$ cat src/rtl/cpu_pkg.sv
// cpu_pkg: constants and types shared by the fetch stage
package cpu_pkg;
    localparam int WORD_W = 32;
    localparam int IMEM_SIZE = 64;
    localparam logic [WORD_W-1:0] RESET_PC = 32'h0000_0000;
    typedef enum logic {RUN, HALT} fetch_state_t;
    typedef struct packed {
        logic [WORD_W-1:0] pc;
        logic [WORD_W-1:0] instruction;
    } fetch_entry_t;
endpackage

$ cat src/rtl/instruction_fetch_if.sv
// instruction_fetch_if: imem, redirect and decode-side signals of the fetch stage
interface instruction_fetch_if;
    import cpu_pkg::*;
    logic [WORD_W-1:0] imem_addr;
    logic [WORD_W-1:0] imem_instruction;
    logic              redirect_valid;
    logic [WORD_W-1:0] redirect_pc;
    logic              out_valid;
    logic              out_ready;
    logic [WORD_W-1:0] out_pc;
    logic [WORD_W-1:0] out_instruction;
    logic              halted;
    modport master (
        output imem_addr, out_valid, out_pc, out_instruction, halted,
        input  imem_instruction, redirect_valid, redirect_pc, out_ready
    );
    modport slave (
        input  imem_addr, out_valid, out_pc, out_instruction, halted,
        output imem_instruction, redirect_valid, redirect_pc, out_ready
    );
endinterface

$ cat src/rtl/instruction_fetch_fifo.sv
// fetch_fifo: 2-entry buffer of fetched {pc, instruction} pairs with flush
module fetch_fifo
    import cpu_pkg::*;
(
    input  logic         clk,
    input  logic         rst,
    input  logic         push,
    input  logic         pop,
    input  logic         flush,
    input  fetch_entry_t din,
    output fetch_entry_t head,
    output logic [1:0]   count
);
    fetch_entry_t mem [2];
    logic rd_ptr;
    logic wr_ptr;
    logic do_pop;
    assign do_pop = pop && count != 2'd0;
    assign head = mem[rd_ptr];
    always_ff @(posedge clk or posedge rst) begin
        if (rst) begin
            mem[0] <= '0;
            mem[1] <= '0;
            rd_ptr <= 1'b0;
            wr_ptr <= 1'b0;
            count  <= 2'd0;
        end else if (flush) begin
            rd_ptr <= 1'b0;
            wr_ptr <= 1'b0;
            count  <= 2'd0;
        end else begin
            if (push) begin
                mem[wr_ptr] <= din;
                wr_ptr <= ~wr_ptr;
            end
            if (do_pop) rd_ptr <= ~rd_ptr;
            count <= count + 2'(push) - 2'(do_pop);
        end
    end
    // The issue throttle upstream guarantees a free slot for every return
    assert property (@(posedge clk) disable iff (rst) !(push && !flush && count == 2'd2));
endmodule

$ cat src/rtl/instruction_fetch.sv
// instruction_fetch: PC owner, imem initiator and buffered {pc, instruction} source for decode
module instruction_fetch #(
    parameter logic [31:0] RESET_PC  = cpu_pkg::RESET_PC,
    parameter int          IMEM_SIZE = cpu_pkg::IMEM_SIZE
) (
    input logic                 clk,
    input logic                 rst,
    instruction_fetch_if.master bus
);
    localparam logic [31:0] LIMIT = 32'(IMEM_SIZE * 4);
    cpu_pkg::fetch_state_t state, state_n;
    cpu_pkg::fetch_entry_t din, head;
    logic [31:0] fetch_pc;
    logic [31:0] inflight_pc;
    logic [31:0] target;
    logic [1:0]  count;
    logic        inflight;
    logic        issue;
    logic        pop;
    logic        push;
    assign target = bus.redirect_pc & ~32'h3;
    assign pop = bus.out_valid && bus.out_ready;
    // A redirect drops the word returning this cycle
    assign push = inflight && !bus.redirect_valid;
    assign din = '{pc: inflight_pc, instruction: bus.imem_instruction};
    assign bus.imem_addr = fetch_pc;
    assign bus.out_valid = count != 2'd0;
    assign bus.out_pc = bus.out_valid ? head.pc : '0;
    assign bus.out_instruction = bus.out_valid ? head.instruction : '0;
    fetch_fifo u_fifo (
        .clk   (clk),
        .rst   (rst),
        .push  (push),
        .pop   (pop),
        .flush (bus.redirect_valid),
        .din   (din),
        .head  (head),
        .count (count)
    );
    always_ff @(posedge clk or posedge rst) begin
        if (rst) state <= cpu_pkg::RUN;
        else     state <= state_n;
    end
    always_comb begin
        state_n = bus.redirect_valid ? (target >= LIMIT ? cpu_pkg::HALT : cpu_pkg::RUN)
                : (issue && fetch_pc + 32'd4 == LIMIT) ? cpu_pkg::HALT : state;
    end
    // Occupancy plus the word in flight is capped at the FIFO depth
    always_comb begin
        issue = state == cpu_pkg::RUN && !bus.redirect_valid
                && ({1'b0, count} + 3'(inflight) - 3'(pop)) < 3'd2;
        bus.halted = state == cpu_pkg::HALT && count == 2'd0 && !inflight;
    end
    always_ff @(posedge clk or posedge rst) begin
        if (rst) begin
            fetch_pc    <= RESET_PC;
            inflight    <= 1'b0;
            inflight_pc <= '0;
        end else begin
            inflight <= issue;
            if (bus.redirect_valid) begin
                fetch_pc <= target;
            end else if (issue) begin
                fetch_pc    <= fetch_pc + 32'd4;
                inflight_pc <= fetch_pc;
            end
        end
    end
endmodule
$ cat src/flat_wrapper.sv
// flat-port wrapper written by rule: the top's interface ports become plain ports
module instruction_fetch_flat 
#(
    parameter logic [31:0] RESET_PC  = cpu_pkg::RESET_PC,
    parameter int          IMEM_SIZE = cpu_pkg::IMEM_SIZE
)
  (clk, rst, bus_imem_addr, bus_out_valid, bus_out_pc, bus_out_instruction, bus_halted, bus_imem_instruction, bus_redirect_valid, bus_redirect_pc, bus_out_ready);
  instruction_fetch_if bus_i ();
  input logic clk;
  input logic rst;
  output wire logic [$bits(bus_i.imem_addr)-1:0] bus_imem_addr;
  output wire logic [$bits(bus_i.out_valid)-1:0] bus_out_valid;
  output wire logic [$bits(bus_i.out_pc)-1:0] bus_out_pc;
  output wire logic [$bits(bus_i.out_instruction)-1:0] bus_out_instruction;
  output wire logic [$bits(bus_i.halted)-1:0] bus_halted;
  input wire logic [$bits(bus_i.imem_instruction)-1:0] bus_imem_instruction;
  input wire logic [$bits(bus_i.redirect_valid)-1:0] bus_redirect_valid;
  input wire logic [$bits(bus_i.redirect_pc)-1:0] bus_redirect_pc;
  input wire logic [$bits(bus_i.out_ready)-1:0] bus_out_ready;
  assign bus_imem_addr = bus_i.imem_addr;
  assign bus_out_valid = bus_i.out_valid;
  assign bus_out_pc = bus_i.out_pc;
  assign bus_out_instruction = bus_i.out_instruction;
  assign bus_halted = bus_i.halted;
  assign bus_i.imem_instruction = bus_imem_instruction;
  assign bus_i.redirect_valid = bus_redirect_valid;
  assign bus_i.redirect_pc = bus_redirect_pc;
  assign bus_i.out_ready = bus_out_ready;
  instruction_fetch #(.RESET_PC(RESET_PC), .IMEM_SIZE(IMEM_SIZE)) u_core (.clk(clk), .rst(rst), .bus(bus_i));
endmodule
$ cat config.mk
export PLATFORM = sky130hd
export DESIGN_NAME = instruction_fetch_flat
export DESIGN_NICKNAME = d
export VERILOG_FILES = /design/src/rtl/cpu_pkg.sv /design/src/rtl/instruction_fetch_if.sv /design/src/rtl/instruction_fetch_fifo.sv /design/src/rtl/instruction_fetch.sv /design/src/flat_wrapper.sv
export SDC_FILE = /design/constraint.sdc
export NUM_CORES = 1
export LEC_CHECK = 0
export ABC_AREA = 1
export BUFFER_PORTS_ARGS = -buffer_cell sky130_fd_sc_hd__buf_2
export CORE_AREA = 2 2 193 119
export DETAILED_ROUTE_END_ITERATION = 10
export DIE_AREA = 0 0 195 121
export GPL_TIMING_DRIVEN = 1
export MAX_ROUTING_LAYER = met4
export PLACE_DENSITY = 0.67
export SYNTH_ARGS = -nofsm -noshare
export SYNTH_HDL_FRONTEND = slang
export SYNTH_SLANG_ARGS = --single-unit
$ cat constraint.sdc
create_clock -name clk -period 5.9 [get_ports clk]
set_clock_uncertainty 0.15 [all_clocks]
set_input_delay 0.885 -clock clk [delete_from_list [all_inputs] [get_ports clk]]
set_output_delay 0.885 -clock clk [all_outputs]
set_load 0.005 [all_outputs]
* Word-level counts from Yosys, hierarchy flattened
Cells that the tools add are included.
** Cells by class
- Add/sub/neg operators :: 5
- Order comparisons :: 5
- Equality and inequality tests :: 1
- Mux-type cells :: 18
- Bitwise operators :: 6
- Reductions and logical operators :: 19
** Operators with widths (count)
- $mux W64 :: 4
- $bwmux W128 :: 1
- $mux W32 :: 4
- $demux W64 S1 :: 1
- $add A32 B3 Y32 const B :: 1
- $eq A32 B9 Y1 const B :: 1
- $ge A32 B9 Y1 const B :: 1
- $reduce_bool A2 Y1 :: 5
- $logic_and A1 B1 Y1 :: 9
- $mux W1 :: 7
- $ge A2 B2 Y1 const B :: 2
- $not A1 Y1 :: 4
- $not A1 Y2 :: 2
- $reduce_and A2 Y1 :: 2
- $add A2 B1 Y3 :: 1
- $lt A3 B2 Y1 const B :: 1
- $sub A3 B1 Y3 :: 1
- $add A2 B1 Y2 :: 1
- $logic_not A1 Y1 :: 2
- $logic_not A2 Y1 :: 1
- $lt A2 B1 Y1 const B :: 1
- $mux W2 :: 1
- $sub A2 B1 Y2 :: 1
** Word-level totals
- Flip-flop bits (word level) :: 198
- Bits of input ports :: 68
- Logic and storage cells :: 65

* Logic depth before layout (Yosys ltp)
Gate-level depths: netlist of the first run.
- Depth after elaboration :: 8
- Mapped depth :: 18

* Modules after synthesis
A second synthesis of the first run with hierarchy kept.
** Unflattened totals
- Cells, all modules :: 1352
- Area, all modules :: 10219.8 um2
** By module, submodules not included
- fetch_fifo :: times used 1, cells an instance 714, area each 6119.6 um2, seq. area each 3303.2 um2
- instruction_fetch :: times used 1, cells an instance 638, area each 4100.2 um2, seq. area each 1551.5 um2

* Least setup slack after synthesis of the first run
Ideal clock, no wire load.
- Path type :: input to register
- From :: input bus_out_ready
- To :: register u_core.fetch_pc[11], in the netlist u_core.bus.imem_addr[11]
- Setup time :: 0.090 ns
- Arrival time :: 2.781 ns
- Required time :: 5.660 ns
- Slack :: 2.878 ns
- Cell stages on the path :: 15
- Cells stage by stage :: inv_1 -> nor2_1 -> ha_1 -> inv_1 -> nand2_1 -> fa_1 -> inv_1 -> nand2_1 -> nand2_1 -> nor2_1 -> buf_2 -> nor2_2 -> inv_1 -> buf_2 -> o221ai_1
** On the way
- Cells in the longest elaborated chain, start to end :: 5
** Ends and longest elaborated chain
- start, declared :: RTL line flat_wrapper.sv:19 : input wire logic [$bits(bus_i.out_ready)-1:0] bus_out_ready;
- $logic_and A1 B1 Y1 :: RTL line instruction_fetch.sv:22 : assign pop = bus.out_valid && bus.out_ready;
- $sub A3 B1 Y3 :: RTL line instruction_fetch.sv:51 : && ({1'b0, count} + 3'(inflight) - 3'(pop)) < 3'd2;
- $lt A3 B2 Y1 :: RTL line instruction_fetch.sv:51
- $logic_and A1 B1 Y1 :: RTL line instruction_fetch.sv:51
- $reduce_bool A2 Y1 (no line)
- end signal, assigned :: RTL line instruction_fetch.sv:62 : fetch_pc <= target;
- end signal, assigned :: RTL line instruction_fetch.sv:64 : fetch_pc <= fetch_pc + 32'd4;
- end, declared :: RTL line instruction_fetch.sv:13 : logic [31:0] fetch_pc;
No other way between the ends.
A chain may end at the register's enable or synchronous reset.

* Worst setup path after layout of the first run
- From :: input bus_out_ready
- To :: register u_core.fetch_pc[15], in the netlist u_core.bus.imem_addr[15]
Same word-level chain as after synthesis.

==> results of run 1 <==
-- per-layer routing --
metal	track usage	up-vias	part of all wire
li1	-	4031	-
met1	0.3345	3882	0.50
met2	0.3188	228	0.42
met3	0.05837	15	0.069
met4	0.04914	0	0.0078
met5	-	-	0
-- layout make-up --
class,instances,area (um2),share of cell area
clock buffer,21,460.4,0.04256
clock inverter,11,153.9,0.01423
inverter,110,416.7,0.03851
multi-input combinational,830,3812,0.3524
sequential,190,4756,0.4396
tap,286,357.8,0.03308
timing repair buffer,166,860.8,0.07957
-- worst max-delay path by stage --
stage / from / end / cells after the start
final: bus_out_ready / u_core.bus.imem_addr[15] / 14
after CTS: u_core.u_fifo.count[1] / u_core.bus.imem_addr[15] / 13
after floorplan: rst / u_core.bus.imem_addr[10] / 1
after detailed placement: bus_out_ready / u_core.bus.imem_addr[15] / 14
after global routing: u_core.u_fifo.count[1] / u_core.bus.imem_addr[16] / 13
after global placement: bus_out_ready / u_core.bus.imem_addr[15] / 14
-- stage by stage --
step	util	total power [mW]	cell area, um2	setup slack, ns
3_3_place_gp	0.4690	2.231	10200	1.901
3_5_place_dp	0.4690	2.243	10200	1.849
5_1_grt	0.4972	3.617	10820	1.951
2_1_floorplan	-	1.944	9240	2.417
4_1_cts	0.4972	3.460	10820	2.301
6_report	0.4972	3.425	10820	2.270
-- logic make-up after synthesis --
kind of cell / synth area share
AOI/OAI and AO/OA: 0.1428
xor gates and xnor gates: 0.004747
adders and majority gates: 0.007596
buffers and inverters: 0.07582
DFF: 0.5154
other: 0.0004065
and+or+nand+nor: 0.2532
-- synthesized netlist by cell type (2+ instances only) --
| library cell | n |
|---|---|
| a21oi_1 | 65 |
| buf_1 | 6 |
| buf_2 | 10 |
| buf_4 | 6 |
| clkbuf_1 | 45 |
| dfrtp_1 | 190 |
| ha_1 | 4 |
| inv_1 | 107 |
| inv_2 | 3 |
| nand2_1 | 445 |
| nand2_2 | 5 |
| nand3_1 | 26 |
| nand3b_1 | 11 |
| nand4_1 | 6 |
| nor2_1 | 51 |
| nor2_2 | 5 |
| nor2_4 | 7 |
| nor3_1 | 2 |
| nor4_1 | 4 |
| o211ai_1 | 12 |
| o21ai_0 | 154 |
| o21ai_1 | 4 |
| o21bai_1 | 2 |
| o221ai_1 | 9 |
| xor2_1 | 4 |
-- flip-flops by register name, indices dropped and copies added (netlist names) --
signal and count:
u_core.bus.imem_addr 30, u_core.u_fifo.count 2, u_core.u_fifo.mem 124, u_core.inflight 1
u_core.u_fifo.wr_ptr 1, u_core.inflight_pc 30, u_core.u_fifo.rd_ptr 1, u_core.state 1
-- power breakdown --
group	internal [mW]	switching [mW]
registers	1.41	0.0883
clock network	0.695	0.514
logic	0.209	0.504
total	2.32	1.11
-- worst reg2reg max path, delay by kind of cell, from the launching register on --
kind | cells | cell delay [ns]
adders and majority gates | 2 | 0.67
and+or+nand+nor | 7 | 1.31
DFF | 1 | 0.48
AOI/OAI and AO/OA | 1 | 0.32
buffers and inverters | 3 | 0.60
==> flow_summary.toml, run 1 <==
[status]
status = "completed"

[synth]
ys_async_sr_fraction = 1.000
synth_cells = 1194
synth-edff-count = 0
avgSynthCellArea_um2 = 7.726
synth_top_flop_cell = "dfrtp_1"
synthTopCellsByArea = "dfrtp_1, nand2_1, o21ai_0"
syn_area_mm2 = 0.009225
synth_seq_area_share = 0.5154
synth_top_area_frac = 0.5154
synth_top_cell_by_area = "dfrtp_1"
synth_seq_cells = 190
synth_cell_type_count = 36
synth_warnings = 0

[place]
dp_hpwl_mm = 16.65
gp_congestion = 0.9575
dp_cells = 1582
port_buffers = 159

[job]
cap_viol_max_count = 0

[cts]
cts_buffer_depth = 2
cts_resized = 0
htreeDepth = 4
ctsRootBufferMaster = "clkbuf_16"
cts_tree = "done"
cts.clk_slew.worst_paths_ns = 0.06
post_cts_buffers = 0
clock_sinks = 190
clk_latency_ns = 0.44
cts-buffers-inserted = 17
hold_buffers = 0

[sta]
final.period_utilization = 0.6152
fin_setup_tns_ns = 0
hold_viol = 0
setup_violations = 0
period_minus_slack_ns = 3.630
fmax_ghz = 0.2755
grt_setup_unrepaired = "false"
slew_viol_final = 0
max_slew.worst_pin.slew_ns = 1.130
worst_hold_slack_ns = 0.3324
worst_slew_margin_rel = 0.2465

[min_path]
hold_depth = 2
hold_path_class = "reg -> reg"
min_to = "u_core.u_fifo.mem[75]"
hold_start = "u_core.u_fifo.mem[75]"

[detailed_routing]
wirelength_mm = 25.19
routed_via_density = 5.053
drc = 0
first_iter_violations = 703
ant_nets = 0
via_count = 8156
dr.pass1.iters = 6
wl_per_cell_um = 15.61

[worst_setup_path]
crit_buf_inv = 5
r2r_cells = 13
crit_arrival_ns = 3.82
path_cells = "buf_2 -> inv_1 -> nor2_1 -> ha_1 -> inv_1 -> nand2_1 -> fa_1 -> inv_1 -> nand2_1 -> nand2_1 -> nor2_4 -> nor2_2 -> inv_1 -> o221ai_1"
start_kind = "input pin"
cp_slowest_stage_delay_ns = 0.68
r2r_start = "u_core.u_fifo.count[1]"
cpMostUsedCell = "inv_1"
slowest_stage = "nor2_2"
critPathKind = "in -> reg"
path_delay_family = "simple AND/OR/NAND/NOR gates"
rr_endpoint = "u_core.bus.imem_addr[15]"
cp.required_ns = 6.09
crit_path_max_fanout = 27
reg2reg_slack_ns = 2.29
end_kind = "flip-flop"

[finish]
insertedDiodeCount = 0
mostFrequentLayoutCells = "nand2_1, dfrtp_1, buf_2, o21ai_0, inv_1"
n_fill_cell = 2174
area_delta_synth_final_pct = 17.27
drive_above_1_share = 0.1694
fin_nets = 1388
instances_no_fill = 1614
mostFrequentLayoutCell = "nand2_1"

[pwr]
irDropWorstVdd_uv = 228.4
p_leak_nw = 5.241
p_per_area_mw_per_mm2 = 316.6

[grt]
antenna_found_initial = 0
grt_max_degree = 168
grt_use_total = 0.2287
gr-total-overflow = 0
grt_pass1_vias = 7723
grt_pass1_wl_mm = 41.25

[die]
fp.dieW_um = 195
initial_core_util = 0.4240
die_h_um = 121
die-area_mm2 = 0.02360
rows = 42
pin_count = 166
core_area_mm2 = 0.02176
(Power assumes the default switching activity.)
==> run 2: changes to the inputs <==
==> constraint.sdc (replaced) <==
create_clock -name clk -period 2.94 [get_ports clk]
set_clock_uncertainty 0.15 [all_clocks]
set_input_delay 0.441 -clock clk [delete_from_list [all_inputs] [get_ports clk]]
set_output_delay 0.441 -clock clk [all_outputs]
set_load 0.005 [all_outputs]
==> run 2 against run 1 <==
Compared with the run above:
- register-to-register slack lost 2.1 ns
- total power grew 100%
- first-iteration DRC count grew 4.6%
- final area grew 3.0%
- routed wire length grew 2.2%
- count of clock-buffer cells in the layout grew 2
- critical endpoint is now u_core.state
- die area is the same
==> flow_summary.toml, run 2 (same netlist as run 1, synthesis figures left out) <==
[min_path]
hold_path_class = "in -> async"

[pwr]
clkPwrFrac = 0.352
power.net_switching_mw = 2.229
intPower_mw = 4.745
irDropWorstVdd_uv = 499.3
p_leak_nw = 5.406
switching_share = 0.3196
p_per_area_mw_per_mm2 = 626.1
combPwrFrac = 0.215
p_seq_frac = 0.433

[sta]
hold_viol = 0
setup_ws_ns = 0.2120
grt_setup_unrepaired = "false"
slew_viol_final = 0
fmax_ghz = 0.3666
worst_slew_margin_rel = 0.4421
max_slew.worst_pin.slew_ns = 0.8351
final.period_utilization = 0.9279
period_minus_slack_ns = 2.728
setup_violations = 0

[cts]
cts-buffers-inserted = 17
cts_buffer_depth = 2
htreeDepth = 4
clock_sinks = 190
cts_tree = "done"
cts.clk_slew.worst_paths_ns = 0.07
clk_latency_ns = 0.44
ctsRootBufferMaster = "clkbuf_16"

[finish]
mostFrequentLayoutCell = "nand2_1"
insertedDiodeCount = 0
fin_nets = 1410
top_register = "u_core.u_fifo.mem"
stdcell_area_mm2 = 0.01114
area_delta_synth_final_pct = 20.74
largest_reg_flops = 124
n_fill_cell = 2148
mostFrequentLayoutCells = "nand2_1, dfrtp_1, buf_2, o21ai_0, inv_1"
drive_above_1_share = 0.1844

[detailed_routing]
dr.pass1.iters = 5
wl_per_cell_um = 15.73
first_iter_violations = 735
ant_nets = 0
routed_via_density = 5.103
drc = 0
wirelength_mm = 25.73
via_count = 8349

[worst_setup_path]
critPathKind = "reg -> reg"
start_kind = "flip-flop"
crit_arrival_ns = 2.95
crit_path_max_fanout = 2
crit_path_end = "u_core.state"
end_kind = "flip-flop"
r2r_start = "u_core.u_fifo.count[0]"
rr_endpoint = "u_core.state"
reg2reg_slack_ns = 0.21
startpoint = "u_core.u_fifo.count[0]"
cp.required_ns = 3.17
r2r_cells = 16

[grt]
top_usage_layer = "met1"
grt_use_total = 0.2306
use_met2 = 0.3172
gr-total-overflow = 0
use_met3 = 0.06531
grt_pass1_wl_mm = 41.48
grt_pass1_vias = 7832
use_met1 = 0.3394
grt_max_degree = 126
antenna_found_initial = 0

[place]
dp_hpwl_mm = 17.89
port_buffers = 159
gp_congestion = 0.9613
placed_area_mm2 = 0.01050
pre_cts_slack_ns = 0.06387

[die]
die_h_um = 121
pin_count = 166
fp.dieW_um = 195
initial_core_util = 0.4240
die-area_mm2 = 0.02360
core_area_mm2 = 0.02176
rows = 42

[status]
status = "completed"

[job]
cap_viol_max_count = 0
==> run 2: per-stage QoR <==
step	TNS, ns	power (mW)	util	hold slack [ns]	cells
after floorplan	-18.90	3.901	-	0.3029	1197
after global placement	0	4.546	0.4826	0.3155	1603
after detailed placement	0	4.566	0.4826	0.3226	1603
after CTS	0	7.029	0.5112	0.01425	1635
after global routing	0	7.360	0.5120	0.04666	1636
final	0	6.974	0.5120	0.01507	1636
==> run 2: per-layer routing <==
layer  up-vias  wire (um)
met2       264      10930
met3        20       2059
met1      3983      12540
li1       4082          -
met4         0        207
met5         -          0
==> run 2: power by group through the flow <==
stage	combinational (mW)	clock, mW	sequential (mW)
global placement	1.49	0	3.06
CTS	1.51	2.51	3.01
floorplan	0.894	0	3.01
detailed placement	1.50	0	3.06
finish	1.50	2.46	3.02
global route	1.70	2.62	3.04
==> run 2: timing repair <==
item,4_1_cts,5_1_grt
setup buffers,0,1
gates resized for setup,0,3
endpoints found under the setup margin,0,1
hold buffers,0,0
==> run 2: how the worst min path moves through the flow <==
stage / startpoint / to / slack [ns] / cells past startpoint
final: rst / u_core.u_fifo.mem[43] / 0.02 / 2
after global routing: rst / u_core.u_fifo.mem[100] / 0.05 / 2
after CTS: rst / u_core.u_fifo.mem[116] / 0.01 / 2
after detailed placement: u_core.u_fifo.mem[4] / u_core.u_fifo.mem[4] / 0.32 / 2
after global placement: u_core.u_fifo.mem[62] / u_core.u_fifo.mem[62] / 0.32 / 2
after floorplan: u_core.u_fifo.mem[0] / u_core.u_fifo.mem[0] / 0.30 / 2
==> run 2: critical path: stages (launching register included) <==
cell and delay, ns:
dfrtp_1 0.42, nor2_4 0.11, nor2_2 0.05, ha_1 0.26, inv_1 0.05, nand2_1 0.05, fa_1 0.48, nand2_1 0.09
nor2_4 0.16, nand3_1 0.09, nor2_1 0.12, nand2_1 0.07, nor2_1 0.14, nand2_1 0.08, nor2_2 0.12, nand3_1 0.10
a21oi_2 0.12
==> run 2: layout make-up <==
| class | instances | area [um2] | share of cell area |
|---|---|---|---|
| Tap cell | 286 | 357.8 | 0.03213 |
| Clock inverter | 9 | 145.1 | 0.01303 |
| Timing Repair Buffer | 188 | 1164 | 0.1045 |
| Inverter | 110 | 416.7 | 0.03741 |
| Sequential cell | 190 | 4756 | 0.4270 |
| Multi-Input combinational cell | 830 | 3821 | 0.3431 |
| Clock buffer | 23 | 478.0 | 0.04291 |
==> run 3: changes to the inputs <==
--- a/config.mk
+++ b/config.mk
@@ -7,12 +7,13 @@
 export LEC_CHECK = 0
 export ABC_AREA = 1
 export BUFFER_PORTS_ARGS = -buffer_cell sky130_fd_sc_hd__buf_2
-export CORE_AREA = 2 2 193 119
+export CORE_AREA = 2 2 158 160
 export DETAILED_ROUTE_END_ITERATION = 10
-export DIE_AREA = 0 0 195 121
+export DIE_AREA = 0 0 160 162
 export GPL_TIMING_DRIVEN = 1
 export MAX_ROUTING_LAYER = met4
-export PLACE_DENSITY = 0.67
+export PLACE_DENSITY = 0.66
 export SYNTH_ARGS = -nofsm -noshare
 export SYNTH_HDL_FRONTEND = slang
+export SYNTH_HIERARCHICAL = 1
 export SYNTH_SLANG_ARGS = --single-unit
==> run 3 against run 2 <==
Compared with the run above:
- global-route usage fell by 2.7 points
- count of clock-buffer cells in the layout fell by 6
- register-to-register slack improved by 0.04 ns
- critical path depth fell by 3
- worst hold slack improved by 0.057 ns
==> flow_summary.toml, run 3 <==
[grt]
use_met3 = 0.03601
use_met1 = 0.2908
grt_use_total = 0.2039
grt_pass1_vias = 7987
grt_pass1_wl_mm = 41.40
antenna_found_initial = 0
gr-total-overflow = 0
top_usage_layer = "met2"
use_met2 = 0.3066
grt_max_degree = 129

[pwr]
power.net_switching_mw = 1.504
irDropWorstVdd_uv = 322.4
intPower_mw = 4.041
combPwrFrac = 0.086
p_leak_nw = 6.094
p_seq_frac = 0.508
p_per_area_mw_per_mm2 = 467.7
power_mw = 5.545
clkPwrFrac = 0.406
switching_share = 0.2713

[place]
dp_hpwl_mm = 17.42
port_buffers = 161
dp_cells = 1795
gp_congestion = 0.9674

[cts]
cts-buffers-inserted = 17
ctsRootBufferMaster = "clkbuf_16"
htreeDepth = 4
clock_sinks = 194
cts_buffer_depth = 2
clk_latency_ns = 0.43
cts.clk_slew.worst_paths_ns = 0.08
cts_tree = "done"

[detailed_routing]
drc = 0
ant_nets = 0
routed_via_density = 4.734
dr.pass1.iters = 5
via_count = 8658
wirelength_mm = 25.07
wl_per_cell_um = 13.71
first_iter_violations = 628

[worst_setup_path]
start_kind = "flip-flop"
end_kind = "flip-flop"
critPathKind = "reg -> reg"
crit_path_max_fanout = 7
crit_arrival_ns = 2.89
cp.required_ns = 3.13

[synth]
ys_async_sr_fraction = 1.000
synth_top_cell_by_area = "dfrtp_1"
synth-edff-count = 0
synth_cell_type_count = 34
synth_top_flop_cell = "dfrtp_1"
synth_seq_cells = 194
synth_cells = 1352
synthTopCellsByArea = "dfrtp_1, nand2_1, inv_1"
yosysMostFrequentCell = "nand2_1"
synth_top_area_frac = 0.4750
yosys-top-cells-count = "nand2_1, dfrtp_1, inv_1"
avgSynthCellArea_um2 = 7.559
syn_area_mm2 = 0.01022
synth_warnings = 6
synth_seq_area_share = 0.4750

[finish]
mostFrequentLayoutCells = "nand2_1, dfrtp_1, inv_1, buf_2, nor2_1"
drive_above_1_share = 0.2021
instances_no_fill = 1829
n_fill_cell = 2476
fin_nets = 1564
top_register = "u_core/u_fifo/mem"
multi_input_area_mm2 = 0.004247
seqCellArea_mm2 = 0.004856
mostFrequentLayoutCell = "nand2_1"
area_delta_synth_final_pct = 16.00
fin_util = 0.4918
largest_reg_flops = 128

[status]
status = "completed"

[sta]
final.period_utilization = 0.9155
period_minus_slack_ns = 2.692
slew_viol_final = 0
fin_setup_tns_ns = 0
fmax_ghz = 0.3715
max_slew.worst_pin.slew_ns = 0.8788
grt_setup_unrepaired = "false"
setup_violations = 0
hold_viol = 0
worst_slew_margin_rel = 0.4129

[die]
pin_count = 166
initial_core_util = 0.4240
rows = 57
die-area_mm2 = 0.02592
fp.dieW_um = 160
die_h_um = 162
core_area_mm2 = 0.02411

[job]
cap_viol_max_count = 0

[min_path]
hold_path_class = "in -> reg"
run 3: cell types whose count changed after synthesis, moves of 11 or more:
cell      change
o21ai_0     -112
inv_1        +80
nand2_1      +70
nor2_1       +68
a21oi_1      -64
o21ai_2      +64
o21ai_1      +51
clkbuf_1     -25
buf_6        +18
nand3b_1     -11
run 3: critical path, cell delays in order, from the launching register on:
cell and delay, ns:
dfrtp_1 0.45, nor2_4 0.15, nor2_2 0.06, ha_1 0.27, inv_1 0.05, nand2_1 0.05
fa_1 0.38, xnor2_1 0.13, nand2_1 0.11, nor2_4 0.06, nor2_1 0.28, inv_2 0.10
buf_4 0.18, o221ai_1 0.18
run 3: area by class of cell:
cell class,count,area share
Sequential cell,194,0.4096
Multi-Input combinational cell,906,0.3582
Timing Repair Buffer,183,0.08982
Inverter,189,0.06016
Clock buffer,17,0.03588
Tap cell,324,0.03420
Clock inverter,15,0.01193
Antenna cell,1,0.0002111
run 3: repair_timing:
item	in CTS	in global routing
endpoints found under the hold margin	17	0
setup endpoints to repair	0	49
resized for setup	0	3
hold buffers	1	0
buffers inserted	0	0
run 3: metal layers:
layer | share of wire | routed length, um
met5 | 0 | 0
met4 | 0.016 | 401
met3 | 0.057 | 1436
met2 | 0.44 | 11040
met1 | 0.49 | 12200
run 3: worst paths after layout:
kind	start	slack, ns	endpoint	cells after the start
max in group asynchronous	rst	1.34	u_core/u_fifo/mem[22]	4
hold reg to reg	u_core/u_fifo/mem[55]	0.33	u_core/u_fifo/mem[55]	2
setup reg to reg	u_core/u_fifo/count[0]	0.25	u_core/bus.imem_addr[18]	13
hold / removal	bus_redirect_pc[5]	0.07	u_core/bus.imem_addr[5]	3
min in group asynchronous	rst	0.42	u_core/bus.imem_addr[24]	3
setup / recovery	u_core/u_fifo/count[0]	0.25	u_core/bus.imem_addr[18]	13
run 3: cell families after synthesis:
kind of cell | Yosys count | share of synthesized area
buf+inv | 255 | 0.1128
other cells | 1 | 0.0003669
flops | 194 | 0.4750
simple gates | 700 | 0.2746
xor+xnor | 5 | 0.004286
compound gates | 192 | 0.1261
fa+ha+maj | 5 | 0.006856
run 3: through the flow:
step	cell area [um2]	setup WS (ns)	hold WS (ns)
4_1_cts	11840	0.1144	0.05975
2_1_floorplan	10240	0.03503	0.2919
3_3_place_gp	11260	0.1767	0.3145
6_report	11860	0.2485	0.07247
5_1_grt	11850	0.04370	0.07845
3_5_place_dp	11260	0.1113	0.3167
run 3: power by group through the flow:
stage | Combinational [mW] | Clock [mW] | Sequential, mW
after CTS | 0.482 | 2.31 | 2.82
after global placement | 0.473 | 0 | 2.87
after detailed placement | 0.479 | 0 | 2.87
after global routing | 0.549 | 2.43 | 2.83
final | 0.475 | 2.25 | 2.82
after floorplan | 0.289 | 0 | 2.85
